**src/rtl/led_sequencer_if.sv**
```systemverilog
// led_sequencer_if: mode-select req/ack handshake between control logic and the LED sequencer
interface led_sequencer_if;
  logic       mode_req;
  logic [1:0] mode_in;
  logic       mode_ack;
  logic [1:0] mode;
  modport master(output mode_req, mode_in, input mode_ack, mode);
  modport slave(input mode_req, mode_in, output mode_ack, mode);
endinterface

```
**src/rtl/led_sequencer.sv**
```systemverilog
// led_sequencer: prescaled 3-bit LED pattern generator with req/ack mode select
// Optional PWM dimming via duty input when LED_SEQ_PWM_EN is defined.
module led_sequencer #(
  parameter int DIV = 12_000_000,
  parameter int CW  = 24
) (
  input  logic             clock,
  input  logic             reset,
  input  logic             run,
  led_sequencer_if.slave   ms,
  output logic             tick,
  output logic [2:0]       out0
`ifdef LED_SEQ_PWM_EN
  ,
  input  logic [7:0]       duty
`endif
);
  typedef enum logic [1:0] {COUNT, ROTATE, BOUNCE, OFF} mode_t;
  mode_t         mode_q, mode_d, mi;
  logic [CW-1:0] cnt_q, cnt_d;
  logic [2:0]    pat_q, pat_d, out0_q, out0_d;
  logic          dir_q, dir_d, tick_q, tick_d, ack_q, ack_d, seen_q, seen_d;
  logic          load, wrap;
`ifdef LED_SEQ_PWM_EN
  logic [7:0]    pwm_q;
  always_ff @(posedge clock or posedge reset)
    if (reset) pwm_q <= '0;
    else pwm_q <= pwm_q + 8'd1;
`endif
  always_comb begin
    mi     = mode_t'(ms.mode_in);
    load   = ms.mode_req & ~ack_q & ~seen_q;
    wrap   = run & (cnt_q == CW'(DIV - 1));
    // seen blocks re-acceptance until mode_req has dropped at least once
    seen_d = ms.mode_req & (seen_q | load);
    ack_d  = load;
    tick_d = wrap & ~load;
    cnt_d  = (load | wrap) ? '0 : run ? cnt_q + CW'(1) : cnt_q;
    mode_d = load ? mi : mode_q;
    pat_d  = pat_q;
    dir_d  = dir_q;
    if (load) begin
      pat_d = (mi == ROTATE || mi == BOUNCE) ? 3'b001 : 3'b000;
      dir_d = 1'b1;
    end else if (tick_d) begin
      case (mode_q)
        COUNT:   pat_d = pat_q + 3'd1;
        ROTATE:  pat_d = {pat_q[1:0], pat_q[2]};
        BOUNCE: begin
          pat_d = dir_q ? (pat_q == 3'b100 ? 3'b010 : pat_q << 1)
                        : (pat_q == 3'b001 ? 3'b010 : pat_q >> 1);
          dir_d = dir_q ? (pat_q != 3'b100) : (pat_q == 3'b001);
        end
        default: pat_d = 3'b000;
      endcase
    end
`ifdef LED_SEQ_PWM_EN
    out0_d = pat_q & {3{pwm_q < duty}};
`else
    out0_d = pat_q;
`endif
  end
  always_ff @(posedge clock or posedge reset)
    if (reset) begin
      mode_q <= COUNT;
      cnt_q  <= '0;
      pat_q  <= '0;
      dir_q  <= 1'b1;
      tick_q <= 1'b0;
      ack_q  <= 1'b0;
      seen_q <= 1'b0;
      out0_q <= '0;
    end else begin
      mode_q <= mode_d;
      cnt_q  <= cnt_d;
      pat_q  <= pat_d;
      dir_q  <= dir_d;
      tick_q <= tick_d;
      ack_q  <= ack_d;
      seen_q <= seen_d;
      out0_q <= out0_d;
    end
  assign ms.mode_ack = ack_q;
  assign ms.mode     = mode_q;
  assign tick        = tick_q;
  assign out0        = out0_q;
endmodule

```
**src/flat_wrapper.sv**
```systemverilog
// flat-port wrapper written by rule: the top's interface ports become plain ports
module led_sequencer_flat 
#(
  parameter int DIV = 12_000_000,
  parameter int CW  = 24
)
  (clock, reset, run, tick, out0, ms_mode_req, ms_mode_in, ms_mode_ack, ms_mode);
  led_sequencer_if ms_i ();
  input  logic clock;
  input  logic reset;
  input  logic run;
  output logic tick;
  output logic [2:0] out0;
  input wire logic [$bits(ms_i.mode_req)-1:0] ms_mode_req;
  input wire logic [$bits(ms_i.mode_in)-1:0] ms_mode_in;
  output wire logic [$bits(ms_i.mode_ack)-1:0] ms_mode_ack;
  output wire logic [$bits(ms_i.mode)-1:0] ms_mode;
  assign ms_i.mode_req = ms_mode_req;
  assign ms_i.mode_in = ms_mode_in;
  assign ms_mode_ack = ms_i.mode_ack;
  assign ms_mode = ms_i.mode;
  led_sequencer #(.DIV(DIV), .CW(CW)) u_core (.clock(clock), .reset(reset), .run(run), .ms(ms_i), .tick(tick), .out0(out0));
endmodule
```
**config.mk**
```make
export PLATFORM = sky130hd
export DESIGN_NAME = led_sequencer_flat
export DESIGN_NICKNAME = d
export VERILOG_FILES = /design/src/rtl/led_sequencer_if.sv /design/src/rtl/led_sequencer.sv /design/src/flat_wrapper.sv
export SDC_FILE = /design/constraint.sdc
export NUM_CORES = 1
export LEC_CHECK = 0
export BUFFER_PORTS_ARGS = -buffer_cell sky130_fd_sc_hd__buf_2
export CELL_PAD_IN_SITES_DETAIL_PLACEMENT = 0
export CELL_PAD_IN_SITES_GLOBAL_PLACEMENT = 2
export CORE_MARGIN = 1
export CORE_UTILIZATION = 26
export DETAILED_ROUTE_END_ITERATION = 6
export PLACE_DENSITY_LB_ADDON = 0.1
export SLEW_MARGIN = 40
export SYNTH_ARGS = -nofsm -noshare
export SYNTH_HDL_FRONTEND = slang
export SYNTH_SLANG_ARGS = --single-unit
```
**constraint.sdc**
```tcl
create_clock -name clock -period 1.9 [get_ports clock]
set_input_delay 0.19 -clock clock [delete_from_list [all_inputs] [get_ports clock]]
set_output_delay 0.19 -clock clock [all_outputs]
set_load 0.02 [all_outputs]
```
==> results of run 1 <==
## routing by layer
layer / global-route usage, % / vias up / share of wire (%)
met4: 3.18 / 0 / 0.93
met2: 21.3 / 13 / 49
li1: - / 717 / -
met5: 0 / - / 0
met1: 16.1 / 731 / 48
met3: 2.67 / 4 / 2.2
## cell type report
| class | count | area [um^2] |
|---|---|---|
| fillers | 699 | 4520 |
| multi-input cells | 137 | 947 |
| flip-flops and latches | 36 | 902 |
| repair buffers | 38 | 259 |
| well taps | 96 | 120 |
| clock buffers | 5 | 68.8 |
| inverters | 10 | 37.5 |
| clock inverters | 3 | 18.8 |
## cells in the mapped netlist, drive strengths merged, types with 4 or more instances
master / count / area, um^2
xor2: 9 / 78.8
xnor2: 16 / 140
dfrtp: 35 / 876
nand4: 5 / 31.3
nand2: 13 / 48.8
nor3: 9 / 45.0
ha: 4 / 50.1
nor2: 31 / 121
nand3: 9 / 50.1
inv: 10 / 37.5
nor4: 7 / 65.1
buf: 4 / 35.0
## critical path: cells and delay by family (launching register included)
family                   cells  cell delay [ns]
XOR/XNOR                     1             0.14
adder cells (fa/ha/maj)      1             0.21
buffers and inverters        1             0.16
flip-flops                   1             0.36
AND/OR/NAND/NOR              4             0.88
## stage by stage
stage          setup WS (ns)  cells  setup TNS (ns)
2_1_floorplan         0.0656    188               0
3_3_place_gp         -0.0196    315          -0.215
3_5_place_dp          -0.113    315           -2.30
4_1_cts             0.000857    324               0
5_1_grt              -0.0817    325          -0.102
6_report              0.0243    325               0
## power breakdown
part | total (mW) | switching, mW | internal (mW)
clock network | 0.545 | 0.289 | 0.256
registers | 0.874 | 0.0599 | 0.814
logic | 0.279 | 0.149 | 0.130
## path summary, 6_finish.rpt
path / cells after the start / endpoint / start / slack, ns
max: 7 / u_core.cnt_q[22] / u_core.cnt_q[1] / 0.02
min: 3 / u_core.cnt_q[15] / reset / 0.005
max in group asynchronous: 3 / u_core.dir_q / reset / 1.54
min in group clock: 2 / u_core.seen_q / ms_mode_req / 0.16
max reg2reg: 7 / u_core.cnt_q[22] / u_core.cnt_q[1] / 0.02
min reg2reg: 0 / u_core.out0[1] / u_core.out0_d[1] / 0.46
## flip-flops by register name, indices dropped and copies added, names as in the netlist
name,cells
u_core.cnt_q,24
u_core.dir_q,1
u_core.ms.mode,2
u_core.ms.mode_ack,1
u_core.out0,3
u_core.out0_d,3
u_core.seen_q,1
u_core.tick,1
## layout by cell type (no fill, tap or decap), drive strengths merged, types with 2 or more instances in the layout
master  Yosys  routed
clkinv      0       3
nand2b      3       3
or4         3       3
nand2      13      13
inv        10      10
clkbuf      2       5
nand3       9       9
mux2        2       2
nand4       5       5
dfrtp      35      35
o21ai       3       3
nor4        7       7
nor3        9       9
a211oi      2       2
xor2        9       9
nor2       31      31
a21oi       3       3
mux2i       3       3
ha          4       4
buf         4      38
or2         1       2
xnor2      16      16
## logic make-up after synthesis
group                    after synthesis  share of synthesized area, %
flip-flops                            36                          48.4
AND/OR/NAND/NOR                       87                          24.7
XOR/XNOR                              25                          11.7
buffers and inverters                 16                          4.29
AO/OA/AOI/OAI                         15                          5.37
multiplexers                           5                          2.82
adder cells (fa/ha/maj)                4                          2.68
## timing repair
item,in CTS,in global routing
buffers inserted,0,1
endpoints found under the setup margin,26,26
pin swaps,1,3
resized for setup,5,8
gates cloned,1,0
==> impl_metrics.yaml, run 1 <==
status:
  status: "complete, no violations"
logic_synthesis:
  yosysSeqAreaShare_pct: 48.4
  synth_edf_count: 0
  ys_ff_latch: 36
  synthesis.nets: 198
  synthesis.area_um2: 1870
  async_flop_share_pct: 100
  syn-mean-instance-area_um2: 9.92
  synth_cell_type_count: 42
  yosys_warnings: 0
  syn_inst: 188
  synth_top_flop_cell: "dfrtp_1"
timing:
  finalCritPeriodShare_pct: 98.7
  max_freq_ghz: 0.533
  fin_crit_ns: 1.88
  skew_ns: 0.0106
  hold_slack_ns: 0.00480
  slew_violations: 0
  finalHoldViolCount: 0
  tightest_slew_ns: 0.481
  grt_setup_unrepaired: "yes"
  setup_viol_count_final: 0
  slew_headroom_pct: 67.9
clocking:
  cts_buffer_depth: 2
  clkSinkCount: 36
  cts_root_buf: "clkbuf_8"
  cts_buffers: 5
  ctsHoldBuffers: 0
  cts_tree: "built"
  clock_latency_ns: 0.29
  h-tree-depth: 2
  cts.clk_slew.worst_paths_ns: 0.08
critical_path:
  critPathSlowestCell: "or4_4"
  end_kind: "flop"
  path_max_fanout: 7
  required_ns: 2.07
  arrival_ns: 2.05
  setup.worst_path.start_class: "flop"
  path_class: "flop to flop"
  max_stage_delay_ns: 0.54
  path_cells: "ha_2 -> nand2_2 -> or4_4 -> buf_6 -> nor4_4 -> xnor2_1 -> nor2_1"
grt:
  grt-ovfl-total: 0
  grt_max_degree: 37
  antenna_found_initial: 0
  grt_usage_pct: 12.5
  grt_pass1_wl_um: 7140
  grt_pass1_vias: 1477
die:
  rows: 30
  die_h_um: 86.7
  die_x_um: 86.7
  coreArea_um2: 6870
  initial_core_util_pct: 27.2
  dieArea_um2: 7520
  top_level_ports: 13
placed_design:
  dp.final_hpwl_um: 2930
  place.gp.congestion: 0.753
  placed_area_um2: 2190
  port_buffers: 12
power:
  powerDensity_nw_per_um2: 721
  total_power_mw: 1.70
  leakage_nw: 1.04
  ir_drop_v: 0.000346
cells_and_area:
  areaGrowthSynthToFinish_pct: 26.2
  finish.utilization_pct: 34.3
  final_nets: 238
  diodes: 0
  drive_gt1_share_pct: 29.3
  final_area_um2: 2350
drt:
  drc: 0
  drt_wl_total_um: 4320
  postRouteAntennaNets: 0
  wl_per_cell_um: 13.3
  drtPass1Iterations: 4
  viasPerCell: 4.51
  routed-via-count: 1465
  drt_iter0_drc: 48
min_path:
  hp-class: "input port to asynchronous set/reset pin"
run:
  maxCapViolCount: 0
Power figures use the tool's default switching activity.
==> run 2: changes to the inputs <==
Settings changed: MAX_ROUTING_LAYER from default to met4.
==> run 2 against run 1 <==
  * First-iteration DRC count unchanged
  * Via count is the same
  * Wire length rose by 0.51%
  * Largest cell class unchanged
  * Combinational power is essentially flat
  * Hold slack got worse by 0.00071 ns
  * Fmax unchanged
  * Setup slack hardly changed
  * Non-clock buffer count unchanged
  * Clock power about the same
  * Critical path depth is the same
  * Total power up 0.16%
  * Sequential power barely moved
  * Highest routed layer unchanged
==> impl_metrics.yaml, run 2 (synthesized netlist as in run 1, its figures left out) <==
status:
  status: "complete, no violations"
placed_design:
  place.gp.congestion: 0.763
  dp.final_hpwl_um: 2930
  port_buffers: 12
  place_inst: 315
cells_and_area:
  diodes: 0
  final_cells: 325
  layout_commonest_cell: "dfrtp_1"
  top_register: "u_core.cnt_q"
  layout_common_cells: "35 x dfrtp_1, 29 x nor2_1, 25 x buf_4"
  final_nets: 238
  largest_reg_flops: 24
  areaGrowthSynthToFinish_pct: 26.2
  drive_gt1_share_pct: 29.3
clocking:
  clock_latency_ns: 0.29
  cts_tree: "built"
  cts_buffers: 5
  cts.clk_slew.worst_paths_ns: 0.08
  cts_buffer_depth: 2
  clkSinkCount: 36
  cts_root_buf: "clkbuf_8"
  h-tree-depth: 2
  ctsHoldBuffers: 0
critical_path:
  arrival_ns: 2.05
  path_cells: "ha_2 -> nand2_2 -> or4_4 -> buf_6 -> nor4_4 -> xnor2_1 -> nor2_1"
  path_buf_inv: 1
  end_kind: "flop"
  required_ns: 2.07
  setup.worst_path.start_class: "flop"
  path_max_fanout: 7
  max_stage_delay_ns: 0.54
  critPathSlowestCell: "or4_4"
  crit_family: "simple AND/OR/NAND/NOR gates"
  path_class: "flop to flop"
power:
  leakage_nw: 1.04
  ir_drop_v: 0.000347
  powerDensity_nw_per_um2: 722
grt:
  grt_max_degree: 37
  grt_pass1_vias: 1476
  antenna_found_initial: 0
  grt_pass1_wl_um: 7160
  grt-ovfl-total: 0
  grt_usage_pct: 12.9
die:
  top_level_ports: 13
  initial_core_util_pct: 27.2
  rows: 30
  die_h_um: 86.7
  die_x_um: 86.7
  coreArea_um2: 6870
  dieArea_um2: 7520
timing:
  finalCritPeriodShare_pct: 98.7
  skew_ns: 0.0114
  hold_slack_ns: 0.00409
  max_freq_ghz: 0.533
  setup_viol_count_final: 0
  slew_headroom_pct: 68.0
  tightest_slew_ns: 0.480
  finalHoldViolCount: 0
  grt_setup_unrepaired: "yes"
  fin_crit_ns: 1.88
  slew_violations: 0
drt:
  drt_iter0_drc: 48
  routed-via-count: 1465
  wl_per_cell_um: 13.4
  drc: 0
  drtPass1Iterations: 4
  viasPerCell: 4.51
  drt_wl_total_um: 4340
  postRouteAntennaNets: 0
min_path:
  hp-class: "input port to asynchronous set/reset pin"
run:
  maxCapViolCount: 0
## run 2: cell counts in the layout (fill, tap and decap cells not counted)
Identical to the previous run, type by type.
## run 2: per-stage QoR
step	util, %	power, mW	setup WS [ns]	TNS (ns)	area (um^2)
final	34.3	1.70	0.0243	0	2350
after global routing	34.3	1.79	-0.0817	-0.102	2350
after CTS	33.6	1.72	0.000857	0	2310
after detailed placement	31.9	1.15	-0.113	-2.30	2190
after global placement	31.9	1.14	-0.0196	-0.215	2190
after floorplan	-	1.05	0.0656	0	1870
## run 2: what timing repair did
action,4_1_cts,5_1_grt
setup endpoints to repair,26,26
buffers inserted,0,1
gates resized for setup,5,8
cloned,1,0
pin swaps,1,3
## run 2: cell type report
cell class / count / area [um^2]
fill: 699 / 4520
timing repair buffer: 38 / 259
sequential: 36 / 902
clock buffer: 5 / 68.8
multi-input combinational: 137 / 947
tap: 96 / 120
clock inverter: 3 / 18.8
inverter: 10 / 37.5
## run 2: final timing paths
| kind | slack, ns | startpoint | cells after the start | endpoint |
|---|---|---|---|---|
| max reg2reg | 0.02 | u_core.cnt_q[1] | 7 | u_core.cnt_q[22] |
| min | 0.004 | reset | 3 | u_core.cnt_q[15] |
| max | 0.02 | u_core.cnt_q[1] | 7 | u_core.cnt_q[22] |
| min reg2reg | 0.46 | u_core.out0_d[1] | 0 | u_core.out0[1] |
| min in group clock | 0.16 | ms_mode_req | 2 | u_core.seen_q |
| max in group asynchronous | 1.54 | reset | 3 | u_core.dir_q |
## run 2: power by group
part           leakage (nW)  switching [mW]  internal (mW)
sequential            0.485          0.0603          0.814
clock                0.0479           0.291          0.256
combinational         0.503           0.149          0.131
## run 2: tightest hold or removal path, cell delays in order
cell	delay, ns
buf_2	0.09
inv_1	0.04
buf_4	0.41
## run 2: layer usage
metal  up-vias  wire length (um)  global-route usage [%]
met2        15              2110                    21.3
met3         4                91                    2.57
met4         0                40                    3.18
met5         -                 0                       -
li1        716                 -                       -
met1       730              2090                    16.1
